## config.mk

```make
export PLATFORM = sky130hd
export DESIGN_NAME = jtag_master
export DESIGN_NICKNAME = d
export VERILOG_FILES = /design/src/rtl/jtag_master.sv
export SDC_FILE = /design/constraint.sdc
export NUM_CORES = 1
export LEC_CHECK = 0
export ABC_AREA = 0
export CAP_MARGIN = 5
export CORE_MARGIN = 2
export CORE_UTILIZATION = 39
export CTS_CLUSTER_DIAMETER = 80
export DETAILED_ROUTE_END_ITERATION = 10
export HOLD_SLACK_MARGIN = 0.02
export PLACE_DENSITY = 0.67
export REMOVE_ABC_BUFFERS = 1
export SYNTH_ARGS = -nofsm -noshare
export SYNTH_HDL_FRONTEND = slang
export SYNTH_SLANG_ARGS = --single-unit
```

## constraint.sdc

```tcl
create_clock -name CLK -period 6.4 [get_ports CLK]
set_input_delay 1.92 -clock CLK [delete_from_list [all_inputs] [get_ports CLK]]
set_output_delay 1.92 -clock CLK [all_outputs]
set_load 0.1 [all_outputs]
```

## src/rtl/jtag_master.sv

```systemverilog
// jtag_master: host-side IEEE 1149.1 scan driver.
//
// Each accepted command runs one complete IR or DR scan of 1..DATA_WIDTH
// bits. The scan starts in Run-Test/Idle and returns there. The TDO bits
// captured during the shift phase come back as a response.
//
// Ports:
//   CLK, RST             system clock, asynchronous active-high reset
//   CMD_VALID/CMD_READY  command handshake (READY only while idle in RTI)
//   CMD_IR               1 = IR scan, 0 = DR scan
//   CMD_LEN              scan length in bits (clamped to DATA_WIDTH, 0 = no scan)
//   CMD_DATA             TDI bits, bit 0 shifted first
//   RSP_VALID            one-CLK pulse at scan completion
//   RSP_DATA             captured TDO bits, held until the next response
//   TCK, TMS, TDI, TDO   JTAG pins
//   STATE                tracked TAP state (only with JTAG_MASTER_STATUS_EN)
//
// Optional feature: define JTAG_MASTER_STATUS_EN to add the STATE output.
// STATE is the tracked TAP state. Its codes match the jtag TAP:
// TLR=0, RTI=F, SEL_DR=E, CAP_DR=D, SHIFT_DR=C, EXIT1_DR=B, UPD_DR=8,
// SEL_IR=7, CAP_IR=6, SHIFT_IR=5, EXIT1_IR=4, UPD_IR=1.
module jtag_master #(
    parameter int DATA_WIDTH = 32,
    parameter int LEN_W      = 6,
    parameter int TCK_HALF   = 2
) (
    input  logic                  CLK,
    input  logic                  RST,
    input  logic                  CMD_VALID,
    output logic                  CMD_READY,
    input  logic                  CMD_IR,
    input  logic [LEN_W-1:0]      CMD_LEN,
    input  logic [DATA_WIDTH-1:0] CMD_DATA,
    output logic                  RSP_VALID,
    output logic [DATA_WIDTH-1:0] RSP_DATA,
    output logic                  TCK,
    output logic                  TMS,
    output logic                  TDI,
    input  logic                  TDO
`ifdef JTAG_MASTER_STATUS_EN
    ,
    output logic [3:0]            STATE
`endif
);

    localparam int               DIV_W    = (TCK_HALF > 1) ? $clog2(TCK_HALF) : 1;
    localparam logic [DIV_W-1:0] DIV_LAST = DIV_W'(TCK_HALF - 1);
    localparam logic [LEN_W-1:0] LEN_MAX  = LEN_W'(DATA_WIDTH);

    typedef enum logic [2:0] {
        S_SYNC, S_IDLE, S_PRE, S_SHIFT, S_POST, S_DONE
    } state_t;

    state_t                  state, state_next, nxt_phase;
    logic [DIV_W-1:0]        div_cnt;
    logic                    tck_q, tms_q, tdi_q, ir_q;
    logic [LEN_W-1:0]        edge_cnt, len_q, len_in, phase_len, nxt_idx;
    logic [DATA_WIDTH-1:0]   data_q, cap_q, rsp_q;
    logic                    running, half_done, tck_rise, tck_fall, accept;
    logic                    phase_end, tms_sel, tdi_sel;

    assign running   = state inside {S_SYNC, S_PRE, S_SHIFT, S_POST};
    assign half_done = (div_cnt == DIV_LAST);
    assign tck_rise  = running && !tck_q && half_done;
    assign tck_fall  = running &&  tck_q && half_done;
    assign accept    = CMD_VALID && (state == S_IDLE);
    assign len_in    = (CMD_LEN > LEN_MAX) ? LEN_MAX : CMD_LEN;

    // Phase changes happen on the TCK fall after a phase's last rising
    // edge. TCK is therefore always low when a phase begins or the scan ends.
    always_comb begin
        // NOTE: every variable gets a default first so no path infers a latch.
        state_next = state;
        phase_len  = '0;
        tms_sel    = 1'b0;
        tdi_sel    = 1'b0;
        case (state)
            S_SYNC:  phase_len = LEN_W'(6);
            S_PRE:   phase_len = ir_q ? LEN_W'(4) : LEN_W'(3);
            S_SHIFT: phase_len = len_q;
            S_POST:  phase_len = LEN_W'(2);
            default: ;
        endcase
        phase_end = tck_fall && (edge_cnt == phase_len);

        case (state)
            S_SYNC:  if (phase_end) state_next = S_IDLE;
            S_IDLE:  if (CMD_VALID) state_next = (len_in == '0) ? S_DONE : S_PRE;
            S_PRE:   if (phase_end) state_next = S_SHIFT;
            S_SHIFT: if (phase_end) state_next = S_POST;
            S_POST:  if (phase_end) state_next = S_DONE;
            S_DONE:  state_next = S_IDLE;
            default: state_next = S_SYNC;
        endcase

        // TMS/TDI for the next rising edge, loaded at the current fall.
        nxt_phase = phase_end ? state_next : state;
        nxt_idx   = phase_end ? '0 : edge_cnt;
        case (nxt_phase)
            S_SYNC:  tms_sel = (nxt_idx < LEN_W'(5));
            S_PRE:   tms_sel = ir_q ? (nxt_idx < LEN_W'(2)) : (nxt_idx == '0);
            S_SHIFT: begin
                tms_sel = (nxt_idx == len_q - LEN_W'(1));
                tdi_sel = |(data_q & (DATA_WIDTH'(1) << nxt_idx));
            end
            S_POST:  tms_sel = (nxt_idx == '0);
            default: ;
        endcase
    end

    always_ff @(posedge CLK or posedge RST) begin
        if (RST) begin
            state    <= S_SYNC;
            div_cnt  <= '0;
            tck_q    <= 1'b0;
            tms_q    <= 1'b1;
            tdi_q    <= 1'b0;
            edge_cnt <= '0;
            ir_q     <= 1'b0;
            len_q    <= '0;
            data_q   <= '0;
            cap_q    <= '0;
            rsp_q    <= '0;
        end else begin
            // NOTE: non-blocking so every register updates from pre-edge values.
            state <= state_next;

            if (running) div_cnt <= half_done ? '0 : div_cnt + 1'b1;
            else         div_cnt <= '0;

            if (tck_rise) begin
                tck_q    <= 1'b1;
                edge_cnt <= edge_cnt + 1'b1;
                if (state == S_SHIFT)
                    cap_q <= cap_q | (DATA_WIDTH'(TDO) << edge_cnt);
            end

            if (tck_fall) begin
                tck_q <= 1'b0;
                tms_q <= tms_sel;
                tdi_q <= tdi_sel;
                if (phase_end) edge_cnt <= '0;
            end

            // The scan starts with TCK low. The first header bit (TMS=1)
            // goes out at once.
            if (accept) begin
                ir_q     <= CMD_IR;
                len_q    <= len_in;
                data_q   <= CMD_DATA;
                cap_q    <= '0;
                tms_q    <= 1'b1;
                tdi_q    <= 1'b0;
                edge_cnt <= '0;
                if (len_in == '0) rsp_q <= '0;
            end

            if (state == S_POST && phase_end) rsp_q <= cap_q;
        end
    end

    assign CMD_READY = (state == S_IDLE);
    assign RSP_VALID = (state == S_DONE);
    assign RSP_DATA  = rsp_q;
    assign TCK       = tck_q;
    assign TMS       = tms_q;
    assign TDI       = tdi_q;

`ifdef JTAG_MASTER_STATUS_EN
    localparam logic [3:0] T_TLR = 4'h0, T_RTI = 4'hF, T_SEL_DR = 4'hE,
                           T_CAP_DR = 4'hD, T_SHIFT_DR = 4'hC, T_EXIT1_DR = 4'hB,
                           T_PAUSE_DR = 4'hA, T_EXIT2_DR = 4'h9, T_UPD_DR = 4'h8,
                           T_SEL_IR = 4'h7, T_CAP_IR = 4'h6, T_SHIFT_IR = 4'h5,
                           T_EXIT1_IR = 4'h4, T_PAUSE_IR = 4'h3, T_EXIT2_IR = 4'h2,
                           T_UPD_IR = 4'h1;

    logic [3:0] tap_q, tap_next;

    always_comb begin
        tap_next = tap_q;
        case (tap_q)
            T_TLR:      tap_next = tms_q ? T_TLR      : T_RTI;
            T_RTI:      tap_next = tms_q ? T_SEL_DR   : T_RTI;
            T_SEL_DR:   tap_next = tms_q ? T_SEL_IR   : T_CAP_DR;
            T_CAP_DR:   tap_next = tms_q ? T_EXIT1_DR : T_SHIFT_DR;
            T_SHIFT_DR: tap_next = tms_q ? T_EXIT1_DR : T_SHIFT_DR;
            T_EXIT1_DR: tap_next = tms_q ? T_UPD_DR   : T_PAUSE_DR;
            T_PAUSE_DR: tap_next = tms_q ? T_EXIT2_DR : T_PAUSE_DR;
            T_EXIT2_DR: tap_next = tms_q ? T_UPD_DR   : T_SHIFT_DR;
            T_UPD_DR:   tap_next = tms_q ? T_SEL_DR   : T_RTI;
            T_SEL_IR:   tap_next = tms_q ? T_TLR      : T_CAP_IR;
            T_CAP_IR:   tap_next = tms_q ? T_EXIT1_IR : T_SHIFT_IR;
            T_SHIFT_IR: tap_next = tms_q ? T_EXIT1_IR : T_SHIFT_IR;
            T_EXIT1_IR: tap_next = tms_q ? T_UPD_IR   : T_PAUSE_IR;
            T_PAUSE_IR: tap_next = tms_q ? T_EXIT2_IR : T_PAUSE_IR;
            T_EXIT2_IR: tap_next = tms_q ? T_UPD_IR   : T_SHIFT_IR;
            T_UPD_IR:   tap_next = tms_q ? T_SEL_DR   : T_RTI;
            default:    tap_next = T_TLR;
        endcase
    end

    always_ff @(posedge CLK or posedge RST) begin
        if (RST)           tap_q <= T_TLR;
        else if (tck_rise) tap_q <= tap_next;
    end

    assign STATE = tap_q;
`endif

endmodule
```

# After elaboration in Yosys (flattened, before gate mapping)
# Index checks and enable logic that the tools add are counted.
dict set report totals {
  regBits 116
  out_inout_bits 37
  input_bits 43
}
dict set report classes {
  n_eq_ne 10
  n_addsub 3
  n_mux 33
  n_shift 2
  reduce_logical 22
  n_lt_le_gt_ge 3
  n_bitwise 2
}
# operator count
set ops {}
lappend ops {{two-way mux 32 bit} 6}
lappend ops {{two-way mux 6 bit} 6}
lappend ops {{bitwise AND 32 bit} 1}
lappend ops {{OR 32 bit} 1}
lappend ops {{OR reduction 32 bit} 1}
lappend ops {{<< shifter 1 x 6 -> 32 bit} 1}
lappend ops {{<< shifter 1 x 6 -> 32 bit, first input constant} 1}
lappend ops {{two-way mux 3 bit} 8}
lappend ops {{one-hot mux 6 bit (4 select lines)} 1}
lappend ops {{one-hot mux 3 bit (6 select lines)} 1}
lappend ops {{== test 3 x 2 -> 1 bit, second input constant} 4}
lappend ops {{== test 6 bit} 2}
lappend ops {{zero test 6 bit} 2}
lappend ops {{nonzero test 2 bit} 6}
lappend ops {{two-way mux 1 bit} 10}
lappend ops {{== test 3 bit, second input constant} 3}
lappend ops {{logical AND 1 bit} 7}
lappend ops {{adder 6 x 1 -> 6 bit, second input constant} 1}
lappend ops {{> comparator 6 bit, second input constant} 1}
lappend ops {{zero test 3 bit} 2}
lappend ops {{< comparator 6 x 2 -> 1 bit, second input constant} 1}
lappend ops {{< comparator 6 x 3 -> 1 bit, second input constant} 1}
lappend ops {{subtractor 6 x 1 -> 6 bit, second input constant} 1}
lappend ops {{one-hot mux 1 bit (4 select lines)} 1}
lappend ops {{5 further kinds} 6}

# Logic depth before layout (Yosys ltp)
# Gate-level depths: netlist of run 1.
dict set report depth {
  depth_word 12
  depth_mapped 10
  depth_no_buf 9
}

# Least setup slack after synthesis of run 1
# OpenSTA, ideal clock, no wires.
dict set report synth_timing {
  path_type {reg2out}
  startpoint {register state[1]}
  endpoint {output RSP_VALID}
  arrival_ns 2.856
  path_slack_ns 1.624
  required_ns 4.480
  path_stages_with_launch 4
  cell_sequence {dfrtp_1 -> buf_2 -> buf_2 -> nor3b_1}
}
dict set report synth_via {
  elab_chain_len 1
}
# item line
set synth_rtl {}
lappend synth_rtl {{start: declaration} 54} ;# state_t state, state_next, nxt_phase;
lappend synth_rtl {{start signal: assignment} 126} ;# state <= state_next;
lappend synth_rtl {{== test 3 bit} 163} ;# assign RSP_VALID = (state == S_DONE);
lappend synth_rtl {{end: declaration} 34} ;# output logic RSP_VALID,
# No other way between the ends.

# Final worst setup path of run 1
dict set report layout_timing {
  startpoint {register state[0]}
  endpoint {output CMD_READY}
}
dict set report layout_via {
  elab_chain_len 1
}
# item line
set layout_rtl {}
lappend layout_rtl {{== test 3 x 1 -> 1 bit} 162} ;# assign CMD_READY = (state == S_IDLE);
lappend layout_rtl {{end: declaration} 30} ;# output logic CMD_READY,
# No other way between the ends.

==> results of run 1 <==
## routing by layer
metal	up-vias	global-route usage, %	wire length (µm)
met5	-	0	0
met3	24	3.857	584
met4	0	7.615	285
met1	2193	23.35	5801
met2	117	27.36	5921
li1	2219	-	-
## worst paths after layout
kind	slack (ps)	end	cells past startpoint
max in group asynchronous	3290	data_q[7]	3
worst max-delay path	1770	CMD_READY	3
worst min register to register	460	div_cnt	1
min in group asynchronous	2090	state[1]	2
worst min-delay path	460	div_cnt	1
worst max register to register	3440	RSP_DATA[29]	8
## kinds of logic (layout without fill, tap and decap cells)
kind of cell	count (synthesis)	count (layout)	synth area share (%)
AO/OA/AOI/OAI	118	118	12.35
multiplexers	10	10	1.987
flip-flops	116	116	53.00
XOR/XNOR	17	17	2.969
AND/OR/NAND/NOR	313	313	25.39
adder cells (fa/ha/maj)	2	2	0.4567
buffers and inverters	51	123	3.836
## cell usage in the layout, fill, tap and decap left out, types with 5 or more instances in the layout
master           synthesis  layout
xnor2_1                 11      11
nor2_1                  58      58
dfrtp_1                115     115
nor2b_1                 11      11
nand3b_1                 8       8
nor3_1                   7       7
mux2_2                   7       7
a21oi_1                 36      36
a22oi_1                  5       5
clkdlybuf4s50_1          0      79
xor2_1                   5       5
and2_1                   6       5
o31ai_1                  5       5
nand2_1                186     186
a31oi_1                 12      12
clkbuf_16                0      17
inv_1                    7       6
o21ai_1                 36      36
o21ai_0                 12      12
nand3_1                 11      11
## per-stage QoR
step	instances	power, mW	hold slack [ps]	worst slack (ps)
after global routing	879	3.050	480.4	1683
after global placement	846	1.984	439.2	2249
after detailed placement	846	2.012	454.3	2219
after CTS	878	2.899	461.3	1776
final	879	2.884	461.5	1766
after floorplan	584	1.754	425.3	503.7
## flip-flops by register name, indices dropped and copies added, names as in the netlist
| signal | cells |
|---|---|
| RSP_DATA | 32 |
| cap_q | 32 |
| data_q | 32 |
| edge_cnt | 6 |
| len_q | 6 |
| state | 3 |
| TCK | 1 |
| TDI | 1 |
| TMS | 1 |
| div_cnt | 1 |
| ir_q | 1 |
## final cells by class
type,count,area share [%]
multi-input combinational,460,34.22
sequential,116,42.00
tap,180,3.257
timing repair buffer,83,12.05
inverter,8,0.4705
clock buffer,20,6.460
clock inverter,12,1.538
## power breakdown
part / switching, mW / leakage (nW) / total (mW) / internal [mW]
Combinational: 0.557 / 1.50 / 0.908 / 0.350
Clock: 0.335 / 0.263 / 0.877 / 0.543
Sequential: 0.204 / 1.38 / 1.10 / 0.896
## cells in the mapped netlist (2+ instances only)
cell type,number,area [µm²]
ha_1,2,25.02
buf_1,4,15.01
xor2_1,5,43.79
o21ai_0,12,60.06
mux2_2,7,78.83
nand3_1,11,55.05
o21ai_1,36,180.2
nor4_1,4,25.02
o31ai_1,5,37.54
and3_1,2,12.51
and2_1,6,37.54
nor3b_1,3,22.52
nand4b_1,2,17.52
a21oi_1,36,180.2
clkbuf_1,24,90.09
a22oi_1,5,37.54
mux2i_1,3,30.03
buf_2,15,75.07
nand3b_1,8,60.06
nand2b_1,2,12.51
xnor2_1,11,96.34
a31oi_1,12,75.07
nand2_1,186,698.2
inv_1,7,26.28
dfrtp_1,115,2878
nor2b_1,11,68.82
nor3_1,7,35.03
nor2_1,58,217.7
==> summary.txt, run 1 <==
Critical Path End Type: output pin
Placed Area: 6341 µm²
Max frequency: 215.8 MHz
Postcts setup bufs: 0
Worst skew pair latency: 410 ps
Endpoints failing hold: 0
Final period utilization: 72.41%
Ant diodes: 0
Arr. time, crit path: 2710 ps
Syn-to-layout area delta: 26.19%
Row Count: 43
Initial core utilization: 39.63%
DR iter-0 viols: 324
Buffers on Ports: 79
Drt pass-1 iters: 4
Layout cell share with drive strength beyond 1: 7.439%
FFs w/ async S/R, synth: 100.0%
Critical Path RT: 4480 ps
DR DRC count: 0
DR WL/cell: 14.33 µm
Crit Path Max Fanout: 13
Status: finished, final reports clean
Skew final: 8.157 ps
Final core utilization: 50.00%
Fin crit period: 4634 ps
Routed vias: 4553
Die width: 122.5 µm
Die Height: 122.5 µm
Total Wirelength: 12.59 mm
Worst setup SP type: register
Peak supply drop: 0.2164 mV
CTS Buf Count: 17
Worst path max stage delay: 1210 ps
Synth cell types: 56
Origin of the worst setup path: state[0]
Nets: 731
Die footprint: 15010 µm²
Total of max-cap violations: 0
CTS tree: done
Startpoint of the worst-slack reg-to-reg timing path: state[1]
Fill cells: 1301
Critical path class: register to output pin
Hold path startpoint: div_cnt
Clock slew at reported path FFs: 50 ps
Seq cells post-synth: 116
Worst Max-Slew Pin Slew: 1117 ps
Multi-input gate area: 2366 µm²
Dpl hpwl: 8.265 mm
Syn. warnings: 0
PwrDens: 417.2 nW/µm²
Clock sinks: 116
H-tree depth: 4
Max clock buf depth: 2
Vias per cell: 5.180
Hold Crit Class: register to register
Vias in the first global route: 4376
Sequential element share of the synthesized area: 53.00%
# hold bufs at CTS: 0
Root buf cell: clkbuf_16
Slew Viols, Final: 0
Final GP Congestion: 0.8661
GRT Residual Overflow: 0
Global-route wire length before repair: 20.73 mm
# IOs: 80
Slowest cell on the critical path: clkdlybuf4s50_1
Family with the most delay on the worst path: buffers and inverters
Netlist Area Pre-Place: 5479 µm²
Post-Syn Instances: 627
Ys flop type: dfrtp_1
Setup TNS Final: 0 ps
Post-CTS sizing: 0
P_leak: 3.147 nW
Slew HR: 25.38%
RSZ-0062 raised after global routing: false
Largest net degree at the start of global routing: 81
Crit path buffers/inverters: 2
Final Cell Area: 6914 µm²
Initial antenna violation count: 0
Crit-path cells: inv_2 -> nor3_1 -> clkdlybuf4s50_1
Register area: 2904 µm²
Final setup violation count: 0
Tot GR Track Use: 17.47%
DRT antenna net count: 0
Syn avg cell area: 8.738 µm²
EDFF count, synth: 0
Core area: 13830 µm²
Power figures use the tool's default switching activity.
==> inputs of run 2 (changes only) <==
--- a/config.mk
+++ b/config.mk
@@ -12,7 +12,7 @@
 export CTS_CLUSTER_DIAMETER = 80
 export DETAILED_ROUTE_END_ITERATION = 10
 export HOLD_SLACK_MARGIN = 0.02
-export PLACE_DENSITY = 0.67
+export PLACE_DENSITY = 0.69
 export REMOVE_ABC_BUFFERS = 1
 export SYNTH_ARGS = -nofsm -noshare
 export SYNTH_HDL_FRONTEND = slang
==> constraint.sdc (replaced) <==
create_clock -name CLK -period 3.73 [get_ports CLK]
set_input_delay 1.119 -clock CLK [delete_from_list [all_inputs] [get_ports CLK]]
set_output_delay 1.119 -clock CLK [all_outputs]
set_load 0.1 [all_outputs]
==> summary.txt, run 2 (same netlist as run 1, synthesis figures left out) <==
Status: finished, final reports clean
DR WL/cell: 14.58 µm
Worst Max-Slew Pin Slew: 823.0 ps
Initial antenna violation count: 0
Skew final: 8.231 ps
Final period utilization: 80.49%
Drt pass-1 iters: 6
# IOs: 80
M2 GR Usage: 29.13%
Post-CTS sizing: 0
Max clock buf depth: 2
Initial core utilization: 39.63%
# hold bufs at CTS: 0
RSZ-0062 raised after global routing: false
Final core utilization: 50.15%
DR DRC count: 0
Tot GR Track Use: 18.20%
Arr. time, crit path: 1880 ps
Multi-input gate area: 2366 µm²
Total of max-cap violations: 0
Crit Path Max Fanout: 13
DR iter-0 viols: 334
Busiest layer in global routing: met2
Worst skew pair latency: 410 ps
CTS tree: done
Vias per cell: 5.139
Final setup violation count: 0
Row Count: 43
Nets: 737
H-tree depth: 4
Critical path class: register to output pin
Dpl hpwl: 8.760 mm
Peak supply drop: 0.3912 mV
Clock sinks: 116
Die footprint: 15010 µm²
Routed vias: 4548
Slew HR: 45.13%
Register area: 2904 µm²
Hold Crit Class: register to register
Vias in the first global route: 4424
Root buf cell: clkbuf_16
P_leak: 3.215 nW
Most common cell after layout, fill and taps aside: nand2_1
Buffers on Ports: 79
PwrDens: 742.9 nW/µm²
Clock slew at reported path FFs: 50 ps
Commonest cells after routing, fill and taps aside: nand2_1, dfrtp_1, nor2_1
Ant diodes: 0
Fill cells: 1265
Met3 usage: 3.857%
Die Height: 122.5 µm
Final GP Congestion: 0.8436
Critical Path RT: 2610 ps
Core area: 13830 µm²
Placed Area: 6314 µm²
Setup TNS Final: 0 ps
Endpoints failing hold: 0
Fin crit period: 3002 ps
Max frequency: 333.1 MHz
Die width: 122.5 µm
DRT antenna net count: 0
Total Wirelength: 12.90 mm
Postcts setup bufs: 0
Largest net degree at the start of global routing: 65
Final Cell Area: 6934 µm²
CTS Buf Count: 17
Global-route wire length before repair: 21.55 mm
Slew Viols, Final: 0
GRT Residual Overflow: 0
Worst setup SP type: register
Layout cell share with drive strength beyond 1: 13.62%
GR Layer Usage met1: 24.67%
Syn-to-layout area delta: 26.56%
Critical Path End Type: output pin
-- run 2: path summary, 6_finish.rpt --
kind / start / to / slack [ps] / cells after the start
worst max-delay path: state[0] / CMD_READY / 730 / 3
worst min-delay path: div_cnt / div_cnt / 470 / 1
worst max register to register: state[1] / RSP_DATA[30] / 930 / 7
worst min register to register: div_cnt / div_cnt / 470 / 1
max in group asynchronous: RST / data_q[2] / 1830 / 3
min in group asynchronous: RST / RSP_DATA[13] / 1190 / 2
-- run 2: critical path, cell delays in order (launching register included) --
cell and delay [ps]:
dfrtp_1 590, inv_2 140, nor3_1 380, buf_4 370
-- run 2: power breakdown --
part / switching (mW) / internal (mW)
Sequential: 0.300 / 1.54
Clock: 0.561 / 1.11
Combinational: 1.03 / 0.613
-- run 2: layer usage --
layer / vias to the layer above / routed length (µm) / share of wire [%]
met5: - / 0 / 0
met4: 0 / 118 / 0.91
met3: 11 / 613 / 4.8
met2: 120 / 6422 / 50
met1: 2196 / 5745 / 45
li1: 2221 / - / -
-- run 2: metrics by stage --
stage	worst slack (ps)	instances	hold WS [ps]	total power [mW]
2_1_floorplan	-2166	584	425.3	3.010
3_3_place_gp	830.0	853	448.2	3.439
3_5_place_dp	790.0	853	450.8	3.487
4_1_cts	700.4	885	464.1	5.177
5_1_grt	611.5	885	491.5	5.440
6_report	727.6	885	465.6	5.152
-- run 2: final cells by class --
cell class              instances  share of cell area [%]
flip-flops and latches        116                   41.88
multi-input cells             460                   34.12
repair buffers                 89                   11.33
clock buffers                  21                   6.785
well taps                     180                   3.248
clock inverters                11                   2.165
inverters                       8                  0.4691
